<file path="src/rtl/dbg_scan_sched_if.sv">
// Shared debug read port between the display scan scheduler and the debug sources.
interface dbg_scan_sched_if;
    logic        rd_req;
    logic [1:0]  rd_src;
    logic [5:0]  rd_addr;
    logic        rd_ack;
    logic [31:0] rd_data;

    modport master (output rd_req, rd_src, rd_addr, input rd_ack, rd_data);
    modport slave  (input rd_req, rd_src, rd_addr, output rd_ack, rd_data);
endinterface

</file>
<file path="src/rtl/dbg_scan_sched.sv">
// Debug display scan scheduler: walks one debug source per scan tick and latches
// each read word (or a separator / timeout marker) for the 7-segment driver.
module dbg_scan_sched #(
    parameter int FAST_BIT    = 25,
    parameter int SLOW_BIT    = 27,
    parameter int ROM_DEPTH   = 12,
    parameter int RF_DEPTH    = 8,
    parameter int ALU_DEPTH   = 4,
    parameter int DM_DEPTH    = 16,
    parameter int ACK_TIMEOUT = 15
) (
    input  logic                   clk,
    input  logic                   rstn,
    input  logic [3:0]             src_sel,
    input  logic                   slow,
    input  logic                   freeze,
    input  logic                   step,
    dbg_scan_sched_if.master       rd,
    output logic [31:0]            disp_data,
    output logic                   disp_valid,
    output logic [5:0]             cur_addr,
    output logic                   timeout_err
);

    localparam int WAIT_W = (ACK_TIMEOUT > 1) ? $clog2(ACK_TIMEOUT) : 1;
    localparam logic [WAIT_W-1:0] WAIT_LAST = WAIT_W'(ACK_TIMEOUT - 1);

    typedef enum logic {ST_IDLE, ST_REQ} state_t;

    state_t              state_reg;
    logic [SLOW_BIT:0]   div_reg;
    logic                tick_q_reg;
    logic                step_q_reg;
    logic [5:0]          addr_reg;
    logic [3:0]          src_q_reg;
    logic [WAIT_W-1:0]   wait_reg;
    logic                rd_req_reg;
    logic [1:0]          rd_src_reg;
    logic [5:0]          rd_addr_reg;
    logic [31:0]         disp_data_reg;
    logic                disp_valid_reg;
    logic                timeout_err_reg;

    logic                tick_bit;
    logic                tick;
    logic                step_pulse;
    logic                go;
    logic                src_valid;
    logic [5:0]          depth;
    logic [1:0]          src_enc;

    assign tick_bit   = slow ? div_reg[SLOW_BIT] : div_reg[FAST_BIT];
    assign tick       = tick_bit & ~tick_q_reg;
    assign step_pulse = step & ~step_q_reg;
    assign go         = (tick & ~freeze) | step_pulse;
    assign src_valid  = ($countones(src_q_reg) == 1);

    always_comb begin
        depth   = '0;
        src_enc = 2'd0;
        case (src_q_reg)
            4'b1000: begin depth = 6'(ROM_DEPTH); src_enc = 2'd3; end
            4'b0100: begin depth = 6'(RF_DEPTH);  src_enc = 2'd2; end
            4'b0010: begin depth = 6'(ALU_DEPTH); src_enc = 2'd1; end
            4'b0001: begin depth = 6'(DM_DEPTH);  src_enc = 2'd0; end
            default: begin depth = '0;            src_enc = 2'd0; end
        endcase
    end

    always_ff @(posedge clk or negedge rstn) begin
        if (!rstn) begin
            state_reg       <= ST_IDLE;
            div_reg         <= '0;
            tick_q_reg      <= 1'b0;
            step_q_reg      <= 1'b0;
            addr_reg        <= '0;
            src_q_reg       <= '0;
            wait_reg        <= '0;
            rd_req_reg      <= 1'b0;
            rd_src_reg      <= '0;
            rd_addr_reg     <= '0;
            disp_data_reg   <= '0;
            disp_valid_reg  <= 1'b0;
            timeout_err_reg <= 1'b0;
        end else begin
            div_reg        <= div_reg + 1'b1;
            tick_q_reg     <= tick_bit;
            step_q_reg     <= step;
            disp_valid_reg <= 1'b0;
            case (state_reg)
                ST_IDLE: begin
                    // A source change owns this cycle; any coincident go is dropped.
                    if (src_sel != src_q_reg) begin
                        src_q_reg      <= src_sel;
                        addr_reg       <= '0;
                        disp_data_reg  <= '0;
                        disp_valid_reg <= 1'b1;
                    end else if (go) begin
                        if (!src_valid) begin
                            disp_data_reg <= '0;
                        end else if (addr_reg == depth) begin
                            disp_data_reg  <= 32'hFFFF_FFFF;
                            disp_valid_reg <= 1'b1;
                            addr_reg       <= '0;
                        end else begin
                            rd_req_reg  <= 1'b1;
                            rd_src_reg  <= src_enc;
                            rd_addr_reg <= addr_reg;
                            wait_reg    <= '0;
                            state_reg   <= ST_REQ;
                        end
                    end
                end
                ST_REQ: begin
                    // Ack is checked first so a last-cycle ack still delivers data.
                    if (rd.rd_ack) begin
                        disp_data_reg  <= rd.rd_data;
                        disp_valid_reg <= 1'b1;
                        addr_reg       <= addr_reg + 1'b1;
                        rd_req_reg     <= 1'b0;
                        state_reg      <= ST_IDLE;
                    end else if (wait_reg == WAIT_LAST) begin
                        disp_data_reg   <= 32'hDEAD_DEAD;
                        disp_valid_reg  <= 1'b1;
                        timeout_err_reg <= 1'b1;
                        addr_reg        <= addr_reg + 1'b1;
                        rd_req_reg      <= 1'b0;
                        state_reg       <= ST_IDLE;
                    end else begin
                        wait_reg <= wait_reg + 1'b1;
                    end
                end
                default: state_reg <= ST_IDLE;
            endcase
        end
    end

    assign rd.rd_req   = rd_req_reg;
    assign rd.rd_src   = rd_src_reg;
    assign rd.rd_addr  = rd_addr_reg;
    assign disp_data   = disp_data_reg;
    assign disp_valid  = disp_valid_reg;
    assign cur_addr    = addr_reg;
    assign timeout_err = timeout_err_reg;

endmodule

</file>
<file path="src/flat_wrapper.sv">
// flat-port wrapper written by rule: the top's interface ports become plain ports
module dbg_scan_sched_flat 
#(
    parameter int FAST_BIT    = 25,
    parameter int SLOW_BIT    = 27,
    parameter int ROM_DEPTH   = 12,
    parameter int RF_DEPTH    = 8,
    parameter int ALU_DEPTH   = 4,
    parameter int DM_DEPTH    = 16,
    parameter int ACK_TIMEOUT = 15
)
  (clk, rstn, src_sel, slow, freeze, step, disp_data, disp_valid, cur_addr, timeout_err, rd_rd_req, rd_rd_src, rd_rd_addr, rd_rd_ack, rd_rd_data);
  dbg_scan_sched_if rd_i ();
  input  logic clk;
  input  logic rstn;
  input  logic [3:0] src_sel;
  input  logic slow;
  input  logic freeze;
  input  logic step;
  output logic [31:0] disp_data;
  output logic disp_valid;
  output logic [5:0] cur_addr;
  output logic timeout_err;
  output wire logic [$bits(rd_i.rd_req)-1:0] rd_rd_req;
  output wire logic [$bits(rd_i.rd_src)-1:0] rd_rd_src;
  output wire logic [$bits(rd_i.rd_addr)-1:0] rd_rd_addr;
  input wire logic [$bits(rd_i.rd_ack)-1:0] rd_rd_ack;
  input wire logic [$bits(rd_i.rd_data)-1:0] rd_rd_data;
  assign rd_rd_req = rd_i.rd_req;
  assign rd_rd_src = rd_i.rd_src;
  assign rd_rd_addr = rd_i.rd_addr;
  assign rd_i.rd_ack = rd_rd_ack;
  assign rd_i.rd_data = rd_rd_data;
  dbg_scan_sched #(.FAST_BIT(FAST_BIT), .SLOW_BIT(SLOW_BIT), .ROM_DEPTH(ROM_DEPTH), .RF_DEPTH(RF_DEPTH), .ALU_DEPTH(ALU_DEPTH), .DM_DEPTH(DM_DEPTH), .ACK_TIMEOUT(ACK_TIMEOUT)) u_core (.clk(clk), .rstn(rstn), .src_sel(src_sel), .slow(slow), .freeze(freeze), .step(step), .rd(rd_i), .disp_data(disp_data), .disp_valid(disp_valid), .cur_addr(cur_addr), .timeout_err(timeout_err));
endmodule
</file>
<file path="config.mk">
export PLATFORM = sky130hd
export DESIGN_NAME = dbg_scan_sched_flat
export DESIGN_NICKNAME = d
export VERILOG_FILES = /design/src/rtl/dbg_scan_sched_if.sv /design/src/rtl/dbg_scan_sched.sv /design/src/flat_wrapper.sv
export SDC_FILE = /design/constraint.sdc
export NUM_CORES = 1
export LEC_CHECK = 0
export BUFFER_PORTS_ARGS = -buffer_cell sky130_fd_sc_hd__buf_2
export CORE_ASPECT_RATIO = 2
export CORE_MARGIN = 2
export CORE_UTILIZATION = 35
export DETAILED_ROUTE_END_ITERATION = 7
export REMOVE_ABC_BUFFERS = 1
export SYNTH_ARGS = -nofsm -noshare
export SYNTH_HDL_FRONTEND = slang
export SYNTH_SLANG_ARGS = --single-unit
</file>
<file path="constraint.sdc">
create_clock -name clk -period 6.1 [get_ports clk]
set_input_delay 0.305 -clock clk [delete_from_list [all_inputs] [get_ports clk]]
set_output_delay 0.305 -clock clk [all_outputs]
set_load 0.05 [all_outputs]
</file>
==> results of run 1 <==
-- cell type report --
type,count,share of cell area
multi-input combinational,204,0.330
tap,140,0.0365
clock buffer,10,0.0498
sequential,88,0.459
timing repair buffer,93,0.0996
inverter,14,0.0110
clock inverter,6,0.0141
-- cells in the final DEF (no fill, tap or decap), drive strengths merged, types with 2 or more instances in the layout --
| cell | synthesis | routed |
|---|---|---|
| buf | 6 | 92 |
| dfrtp | 88 | 88 |
| xnor2 | 28 | 28 |
| nand2 | 27 | 27 |
| o221a | 22 | 22 |
| nor2 | 15 | 15 |
| inv | 14 | 15 |
| ha | 14 | 14 |
| nand3 | 11 | 11 |
| mux2 | 11 | 11 |
| nand4 | 10 | 10 |
| a2bb2oi | 10 | 10 |
| clkbuf | 7 | 10 |
| xor2 | 7 | 7 |
| a21oi | 6 | 6 |
| and3 | 5 | 5 |
| o22ai | 5 | 5 |
| and2 | 4 | 4 |
| o21ai | 4 | 4 |
| and4 | 3 | 3 |
| nand2b | 3 | 3 |
| nor3 | 2 | 2 |
| mux2i | 2 | 2 |
| a41oi | 2 | 2 |
| clkinvlp | 0 | 2 |
| or2 | 2 | 2 |
| clkinv | 0 | 2 |
-- metrics by stage --
step	setup WS, ps	instance area (µm²)	utilization	hold WS, ps
6_report	2840	4800	0.441	90.8
5_1_grt	2540	4800	0.441	80.8
4_1_cts	2800	4800	0.441	77.3
3_5_place_dp	2810	4480	0.412	210
3_3_place_gp	2920	4480	0.412	203
2_1_floorplan	3240	3840	-	9.41
-- synthesized netlist by cell type --
cell,instances,share of area
inv_1,13,0.013
o21bai_1,1,0.0019
o221a_2,13,0.038
fa_1,1,0.0051
and2_1,4,0.0064
clkbuf_1,7,0.0067
or3_1,1,0.0016
a22o_1,1,0.0022
a32oi_2,1,0.0042
a21oi_1,5,0.0064
o21ai_0,3,0.0038
buf_1,1,0.00096
o21ai_1,1,0.0013
nand3_1,11,0.014
a21oi_2,1,0.0022
nor4_4,1,0.0055
nor3_1,2,0.0026
xnor2_1,28,0.063
nand4_1,10,0.016
a22oi_1,1,0.0019
buf_2,2,0.0026
a2bb2oi_1,10,0.022
o22ai_1,5,0.0080
inv_2,1,0.00096
dfrtp_1,88,0.56
a31oi_1,1,0.0016
ha_1,14,0.045
mux2_1,2,0.0058
nand2_1,27,0.026
and4_1,3,0.0067
o221a_1,9,0.026
nor2_1,15,0.014
nor2b_1,1,0.0016
a41oi_1,2,0.0045
mux2i_1,2,0.0051
a21o_1,1,0.0019
buf_4,3,0.0058
or2_0,1,0.0016
nand2b_1,3,0.0048
xor2_1,7,0.016
or2_2,1,0.0016
nor3b_2,1,0.0032
mux2_2,9,0.026
and3_1,5,0.0080
-- final timing paths --
check                                              endpoint  slack (ps)
setup / recovery            u_core.disp_data[0]$_DFFE_PN0P_        2840
hold / removal                  u_core.step_q_reg$_DFF_PN0_          90
setup reg to reg            u_core.disp_data[0]$_DFFE_PN0P_        2840
hold reg to reg                 u_core.div_reg[0]$_DFF_PN0_         440
max in group asynchronous      u_core.div_reg[19]$_DFF_PN0_        4580
min in group asynchronous  u_core.rd.rd_addr[3]$_DFFE_PN0P_         390
-- worst reg2reg max path: cells and delay by family (launching register included) --
kind                       cells  cell delay (ps)
and+or+nand+nor                3             1150
adders and majority gates      3              940
AOI/OAI and AO/OA              2              610
DFF                            1              420
buffers and inverters          1               90
-- power groups by stage --
stage / sequential (µW) / combinational, µW / clock, µW
global placement: 638 / 183 / 0
CTS: 628 / 188 / 575
detailed placement: 638 / 188 / 0
finish: 628 / 185 / 558
global route: 631 / 201 / 604
floorplan: 696 / 63.4 / 0
-- kinds of logic after synthesis --
logic type,after synthesis
AND/OR/NAND/NOR,86
multiplexers,13
flip-flops,88
AO/OA/AOI/OAI,55
adder cells (fa/ha/maj),15
buffers and inverters,27
XOR/XNOR,35
-- what timing repair did --
item / 4_1_cts / 5_1_grt
endpoints found under the hold margin: 21 / 0
setup buffers: 0 / 0
setup endpoints to repair: 0 / 0
hold buffers: 1 / 0
-- routing by layer --
metal,wire length [µm],vias to the layer above
met2,4350,68
met3,345,15
met5,0,-
met4,207,0
li1,-,1314
met1,3200,1384
==> flow_metrics.py, run 1 <==
metrics = {
    "global_route": {
        "grt_pass1_wl_mm": 13.9,
        "gr-usage-met1": 0.168,
        "grt_use_met2": 0.252,
        "gr-usage-met3": 0.0325,
        "grt_overflow": 0,
        "antenna_found_initial": 0,
        "grt_pass1_vias": 2888,
        "track_usage": 0.146,
        "grt_busiest_layer": "met2",
        "grt_max_degree": 68,
    },
    "yosys": {
        "synth_top_family_by_area": "compound AO/OA/AOI/OAI gates",
        "yosysSeqAreaShare": 0.565,
        "synth-simple-area-share": 0.114,
        "synthesis.area_mm2": 0.00390,
        "synth-warning-count": 0,
        "synthMuxAreaShare": 0.0369,
        "synth_compound_gate_area_share": 0.126,
        "synth-seq-cells": 88,
        "synthXorXnorAreaFrac": 0.0786,
        "yosysUniqueCellTypes": 44,
        "syn_area_per_cell_um2": 12.2,
        "synth_fa_ha_area_frac": 0.0500,
        "syn_inst": 319,
    },
    "sta": {
        "maxSlewViolCount": 0,
        "finalSetupViolCount": 0,
        "tightest_slew_ps": 1200,
        "post-route-period-util": 0.535,
        "timing.clock.skew_ps": 8.61,
        "hold_viol_final": 0,
        "slew_headroom": 0.197,
        "fmax_mhz": 306,
        "rsz0062_at_grt": "false",
        "fin_crit_ps": 3260,
        "tns_ps": 0,
    },
    "clock_network": {
        "cts_made_buffers": 9,
        "h-tree-depth": 3,
        "cts.sinks": 88,
        "clk_latency_ps": 340,
        "cts_tree": "yes",
        "clock_path_buffers": 2,
        "root_buffer": "clkbuf_16",
        "cts.clk_slew.worst_paths_ps": 60,
        "cts_resized": 0,
    },
    "detailed_routing": {
        "drc": 0,
        "vias": 2781,
        "routed_wl_mm": 8.10,
        "wl_per_cell_um": 14.6,
        "viasPerCell": 5.01,
        "drtIter0Drc": 120,
        "first_pass_iters": 4,
        "drtAntennaViolNets": 0,
    },
    "run_status": {
        "status": "finished clean",
    },
    "floorplan": {
        "initial_core_util": 0.359,
        "die_w_um": 78.6,
        "die_h_um": 153,
        "ioPinCount": 91,
        "dieArea_mm2": 0.0121,
        "row_count": 54,
        "core_area_mm2": 0.0109,
    },
    "pwr": {
        "p_comb_frac": 0.135,
        "p_sw_frac": 0.274,
        "p_leak_uw": 0.00242,
        "clkPwrFrac": 0.407,
        "power_density_mw_per_mm2": 286,
        "peakVddDrop_mv": 0.155,
        "intPower_uw": 995,
        "switchingPower_uw": 376,
        "seqPwrFrac": 0.458,
        "power_uw": 1370,
    },
    "finish": {
        "area.sequential_mm2": 0.00220,
        "finalNonFillerCells": 555,
        "num-nets-final": 467,
        "synthToLayoutAreaGrowth_pct": 23.0,
        "multiInputGateArea_mm2": 0.00158,
        "n_fill_cell": 1041,
        "drive_gt1_frac": 0.328,
        "largest_reg_flops": 32,
        "n_antenna_cell": 0,
    },
    "worst_setup_path": {
        "arrival_ps": 3540,
        "path_class": "flip-flop to flip-flop",
        "crit_path_max_incr_delay_ps": 940,
        "reg2regPathDepth": 9,
        "worstPathMaxFanout": 22,
        "worst_setup_path_end_kind": "flip-flop",
        "cp.depth": 9,
        "crit_family": "simple AND/OR/NAND/NOR gates",
        "crit_path_start_kind": "flip-flop",
        "crit_top_cell": "ha_1",
        "worstPathCellList": "inv_1 > ha_1 > ha_1 > fa_1 > nor2_1 > nand2_1 > a21oi_1 > or2_0 > o221a_2",
        "required_ps": 6380,
        "path_buf_inv": 1,
        "cp_slowest_cell": "or2_0",
        "r2r-start": "u_core.src_q_reg[0]$_DFFE_PN0P_",
        "crit_start": "u_core.src_q_reg[0]$_DFFE_PN0P_",
    },
    "place": {
        "port_buffers": 90,
        "place.gp.congestion": 0.813,
        "dp.cells": 538,
        "dp_hpwl_mm": 5.87,
    },
    "worst_hold_path": {
        "hold_path.startpoint": "step",
        "hold_class": "input port to flip-flop",
        "holdPathStages": 1,
    },
    "flow_run": {
        "cap_viol_max_count": 0,
    },
}
(Power assumes the default switching activity.)
==> run 2, diff against run 1 <==
- clock period: 6.1 -> 2.96 ns (I/O delays scaled with it)
==> run 2 against run 1 <==
Net effect: clock skew is 3.1 ps higher; via count barely moved; clock power is 110% higher; first-iteration DRC count decreased by 6.7%; wire length grew 2.5%; fmax rose by 21%; non-clock buffer count up 6; largest power group unchanged.
==> flow_metrics.py, run 2 (synthesis results as in run 1) <==
metrics = {
    "run_status": {
        "status": "finished clean",
    },
    "worst_setup_path": {
        "crit_path_max_incr_delay_ps": 440,
        "worstPathCellList": "inv_1 > ha_1 > ha_1 > fa_1 > nor2_1 > nand2_1 > nor2b_2 > nor3b_2 > buf_4 > mux2_2",
        "worst_setup_path_end_kind": "flip-flop",
        "reg2regPathDepth": 10,
        "cp.depth": 10,
        "arrival_ps": 2930,
        "crit_start": "u_core.src_q_reg[0]$_DFFE_PN0P_",
        "cp_slowest_cell": "fa_1",
        "r2r-start": "u_core.src_q_reg[0]$_DFFE_PN0P_",
        "crit_family": "adder cells",
        "path_class": "flip-flop to flip-flop",
        "worstPathMaxFanout": 14,
        "crit_path_start_kind": "flip-flop",
        "path_buf_inv": 2,
        "r2r_slack_ps": 260,
        "crit_top_cell": "ha_1",
        "required_ps": 3190,
        "endpoint": "u_core.rd.rd_addr[0]$_DFFE_PN0P_",
        "r2r_end": "u_core.rd.rd_addr[0]$_DFFE_PN0P_",
    },
    "place": {
        "port_buffers": 90,
        "place.gp.congestion": 0.818,
        "dp_hpwl_mm": 6.11,
        "pre_cts_ws_ps": 174,
    },
    "detailed_routing": {
        "drtIter0Drc": 112,
        "wl_per_cell_um": 14.8,
        "drc": 0,
        "drtAntennaViolNets": 0,
        "vias": 2780,
        "routed_wl_mm": 8.30,
        "first_pass_iters": 4,
        "viasPerCell": 4.96,
    },
    "sta": {
        "hold_viol_final": 0,
        "tightest_slew_ps": 813,
        "slew_headroom": 0.458,
        "fin_crit_ps": 2700,
        "fin_ws_ps": 258,
        "tns_ps": 0,
        "fmax_mhz": 370,
        "finalSetupViolCount": 0,
        "maxSlewViolCount": 0,
        "rsz0062_at_grt": "false",
        "post-route-period-util": 0.913,
        "timing.clock.skew_ps": 11.7,
    },
    "finish": {
        "mostFrequentLayoutCell": "buf_2",
        "drive_gt1_frac": 0.337,
        "num-nets-final": 473,
        "synthToLayoutAreaGrowth_pct": 24.6,
        "n_antenna_cell": 0,
        "largest_reg_flops": 32,
        "final_core_util": 0.447,
        "layout_common_cells": "buf_2, dfrtp_1, xnor2_1",
    },
    "global_route": {
        "grt_max_degree": 66,
        "grt_pass1_wl_mm": 14.4,
        "grt_pass1_vias": 2990,
        "grt_overflow": 0,
        "track_usage": 0.151,
        "antenna_found_initial": 0,
        "gr-usage-met3": 0.0354,
        "gr-usage-met1": 0.165,
        "grt_use_met2": 0.269,
        "grt_busiest_layer": "met2",
    },
    "clock_network": {
        "root_buffer": "clkbuf_16",
        "cts.sinks": 88,
        "cts_made_buffers": 9,
        "clk_latency_ps": 340,
        "clock_path_buffers": 2,
        "h-tree-depth": 3,
        "cts_tree": "yes",
        "post_cts_buffers": 0,
        "cts.clk_slew.worst_paths_ps": 70,
    },
    "pwr": {
        "power_density_mw_per_mm2": 582,
        "power_uw": 2830,
        "peakVddDrop_mv": 0.372,
        "p_leak_uw": 0.00246,
    },
    "worst_hold_path": {
        "hold_class": "input port to flip-flop",
    },
    "floorplan": {
        "initial_core_util": 0.359,
        "ioPinCount": 91,
        "die_h_um": 153,
        "die_w_um": 78.6,
        "dieArea_mm2": 0.0121,
        "row_count": 54,
        "core_area_mm2": 0.0109,
    },
    "flow_run": {
        "cap_viol_max_count": 0,
    },
}
-- run 2: final cells by class --
class                           instances  area, µm²
Timing Repair Buffer                   99        538
Multi-Input combinational cell        204       1590
Inverter                               14       52.6
Fill cell                            1002       6020
Clock buffer                           10        239
Tap cell                              140        175
Sequential cell                        88       2200
Clock inverter                          6       67.6
-- run 2: worst min-delay path by stage --
stage / from / end / slack, ps / cells past startpoint
floorplan: rstn / u_core.cur_addr[0]$_DFFE_PN0P_ / -150 / 0
global placement: step / u_core.step_q_reg$_DFF_PN0_ / 270 / 1
detailed placement: step / u_core.step_q_reg$_DFF_PN0_ / 280 / 1
CTS: rd_rd_data[13] / u_core.disp_data[13]$_DFFE_PN0P_ / 30 / 3
global route: rd_rd_data[1] / u_core.disp_data[1]$_DFFE_PN0P_ / 40 / 3
finish: rd_rd_data[13] / u_core.disp_data[13]$_DFFE_PN0P_ / 40 / 3
-- run 2: tightest hold or removal path, delay by kind of cell --
| family | cells | cell delay, ps |
|---|---|---|
| AO/OA/AOI/OAI | 1 | 50 |
| AND/OR/NAND/NOR | 1 | 40 |
| buffers and inverters | 1 | 100 |
-- run 2: report_power, final --
part           internal [µW]  switching, µW  leakage, µW  total [µW]
clock                    679            467     0.000145        1150
combinational            124            265      0.00113         389
sequential              1250           42.3      0.00118        1290
-- run 2: what timing repair did --
action | in CTS | in global routing
endpoints found under the setup margin | 0 | 6
hold buffers | 2 | 0
gates resized for setup | 0 | 1
endpoints found under the hold margin | 64 | 0
-- run 2: routing by layer --
metal / vias to the layer above / routed length (µm)
met2: 62 / 4600
met4: 0 / 178
met5: - / 0
met3: 13 / 331
li1: 1329 / -
met1: 1376 / 3200
-- run 2: through the flow --
stage	hold slack, ps	cells	area, µm²
after detailed placement	277	543	4530
final	37.3	561	4860
after floorplan	-148	306	3840
after CTS	28.9	561	4860
after global placement	274	543	4530
after global routing	41.1	561	4860
==> run 3, diff against run 2 <==
- REMOVE_ABC_BUFFERS: 1 -> default
==> run 3 against run 2 <==
Net effect: cell count increased by 0.36%; non-clock buffer count increased by 2; sequential share of layout area decreased by 0.082 points; design area increased by 0.18%; combinational power about the same; wire length increased by 1.3%; via count decreased by 0.47%; die area unchanged; flip-flop and latch count unchanged; total power decreased by 0.25%.
==> flow_metrics.py, run 3 (synthesis results as in run 1) <==
metrics = {
    "detailed_routing": {
        "routed_wl_mm": 8.41,
        "vias": 2767,
        "drc": 0,
        "viasPerCell": 4.91,
        "first_pass_iters": 4,
        "drtAntennaViolNets": 0,
        "wl_per_cell_um": 14.9,
        "drtIter0Drc": 95,
    },
    "sta": {
        "fmax_mhz": 359,
        "tns_ps": 0,
        "finalSetupViolCount": 0,
        "hold_viol_final": 0,
        "maxSlewViolCount": 0,
        "post-route-period-util": 0.942,
        "rsz0062_at_grt": "false",
        "tightest_slew_ps": 718,
        "fin_crit_ps": 2790,
        "timing.clock.skew_ps": 8.43,
        "slew_headroom": 0.521,
    },
    "pwr": {
        "switchingPower_uw": 784,
        "intPower_uw": 2040,
        "clkPwrFrac": 0.403,
        "p_sw_frac": 0.278,
        "p_comb_frac": 0.138,
        "power_density_mw_per_mm2": 580,
        "peakVddDrop_mv": 0.291,
        "seqPwrFrac": 0.459,
        "p_leak_uw": 0.00247,
    },
    "global_route": {
        "grt_overflow": 0,
        "antenna_found_initial": 0,
        "grt_max_degree": 56,
        "track_usage": 0.147,
        "grt_pass1_vias": 2906,
        "grt_pass1_wl_mm": 14.1,
    },
    "floorplan": {
        "die_w_um": 78.6,
        "die_h_um": 153,
        "core_area_mm2": 0.0109,
        "dieArea_mm2": 0.0121,
        "initial_core_util": 0.359,
        "ioPinCount": 91,
        "row_count": 54,
    },
    "finish": {
        "num-nets-final": 475,
        "n_fill_cell": 1063,
        "drive_gt1_frac": 0.338,
        "synthToLayoutAreaGrowth_pct": 24.8,
        "multiInputGateArea_mm2": 0.00158,
        "mostFrequentLayoutCell": "buf_2",
        "largest_reg_flops": 32,
        "final_core_util": 0.448,
        "n_antenna_cell": 0,
        "layout_common_cells": "buf_2, dfrtp_1, xnor2_1",
        "area.sequential_mm2": 0.00220,
    },
    "clock_network": {
        "cts_made_buffers": 9,
        "cts.sinks": 88,
        "cts_tree": "yes",
        "cts.clk_slew.worst_paths_ps": 60,
        "h-tree-depth": 3,
        "clk_latency_ps": 340,
        "post_cts_buffers": 0,
        "clock_path_buffers": 2,
        "root_buffer": "clkbuf_16",
    },
    "worst_setup_path": {
        "path_class": "flip-flop to flip-flop",
        "reg2regPathDepth": 10,
        "worstPathMaxFanout": 8,
        "r2r-start": "u_core.src_q_reg[0]$_DFFE_PN0P_",
        "arrival_ps": 3010,
        "worst_setup_path_end_kind": "flip-flop",
        "r2r_end": "u_core.rd.rd_addr[5]$_DFFE_PN0P_",
        "crit_path_start_kind": "flip-flop",
        "r2r_slack_ps": 170,
        "required_ps": 3180,
    },
    "worst_hold_path": {
        "hold_path.startpoint": "rd_rd_data[13]",
        "hold_class": "input port to flip-flop",
        "min_to": "u_core.disp_data[13]$_DFFE_PN0P_",
        "holdPathStages": 3,
    },
    "run_status": {
        "status": "finished clean",
    },
    "flow_run": {
        "cap_viol_max_count": 0,
    },
    "yosys": {
        "syn_nets": 376,
    },
    "place": {
        "place.gp.congestion": 0.819,
        "dp_hpwl_mm": 6.20,
        "port_buffers": 90,
    },
}
[run 3: metrics by stage]
step           cell area (µm²)  instances  total power [µW]  hold WS, ps  setup WS [ps]
2_1_floorplan             3900        319              1570         -148            219
3_3_place_gp              4550        545              1700          239            263
3_5_place_dp              4550        545              1710          253            179
4_1_cts                   4870        563              2870         35.1            163
5_1_grt                   4870        563              2960         48.7           1.24
6_report                  4870        563              2820         43.6            171
[run 3: worst max-delay path: stages, from the launching register on]
cell,delay [ps]
dfrtp_1,430
inv_1,90
ha_1,300
ha_1,220
fa_1,440
nor2_1,110
nand2_1,90
nor2b_1,220
nor3b_2,230
buf_4,200
mux2_2,340
[run 3: what timing repair did]
item,4_1_cts,5_1_grt
endpoints found under the setup margin,0,0
hold buffers,2,0
resized for setup,0,0
hold endpoints to repair,54,0
[run 3: how the worst max path moves through the flow]
stage                     slack (ps)                                to                       startpoint  cells after the start
after CTS                        160  u_core.rd.rd_addr[5]$_DFFE_PN0P_  u_core.src_q_reg[0]$_DFFE_PN0P_                     10
final                            170  u_core.rd.rd_addr[5]$_DFFE_PN0P_  u_core.src_q_reg[0]$_DFFE_PN0P_                     10
after floorplan                  220  u_core.rd.rd_addr[2]$_DFFE_PN0P_  u_core.src_q_reg[0]$_DFFE_PN0P_                     10
after global routing               1  u_core.rd.rd_addr[4]$_DFFE_PN0P_  u_core.src_q_reg[0]$_DFFE_PN0P_                     10
after global placement           260  u_core.rd.rd_addr[5]$_DFFE_PN0P_  u_core.src_q_reg[0]$_DFFE_PN0P_                     10
after detailed placement         180  u_core.rd.rd_addr[5]$_DFFE_PN0P_  u_core.src_q_reg[0]$_DFFE_PN0P_                     10
[run 3: area by class of cell]
| type | count | area share |
|---|---|---|
| repair buffers | 101 | 0.114 |
| clock buffers | 9 | 0.0463 |
| multi-input cells | 204 | 0.325 |
| flip-flops and latches | 88 | 0.452 |
| clock inverters | 7 | 0.0159 |
| inverters | 14 | 0.0108 |
| well taps | 140 | 0.0360 |
[run 3: metal layers]
metal	vias up	track usage	share of wire	wire length, µm
met5	-	0	0	0
met4	0	0.0585	0.017	145
met3	8	0.0313	0.042	356
met2	67	0.256	0.53	4470
met1	1358	0.173	0.41	3440
li1	1334	-	-	-
[run 3: power by group through the flow]
| stage | Sequential (µW) | Clock, µW | Combinational, µW |
|---|---|---|---|
| finish | 1300 | 1140 | 390 |
| detailed placement | 1320 | 0 | 393 |
| CTS | 1290 | 1180 | 398 |
| global route | 1300 | 1230 | 425 |
| floorplan | 1430 | 0 | 135 |
| global placement | 1320 | 0 | 386 |
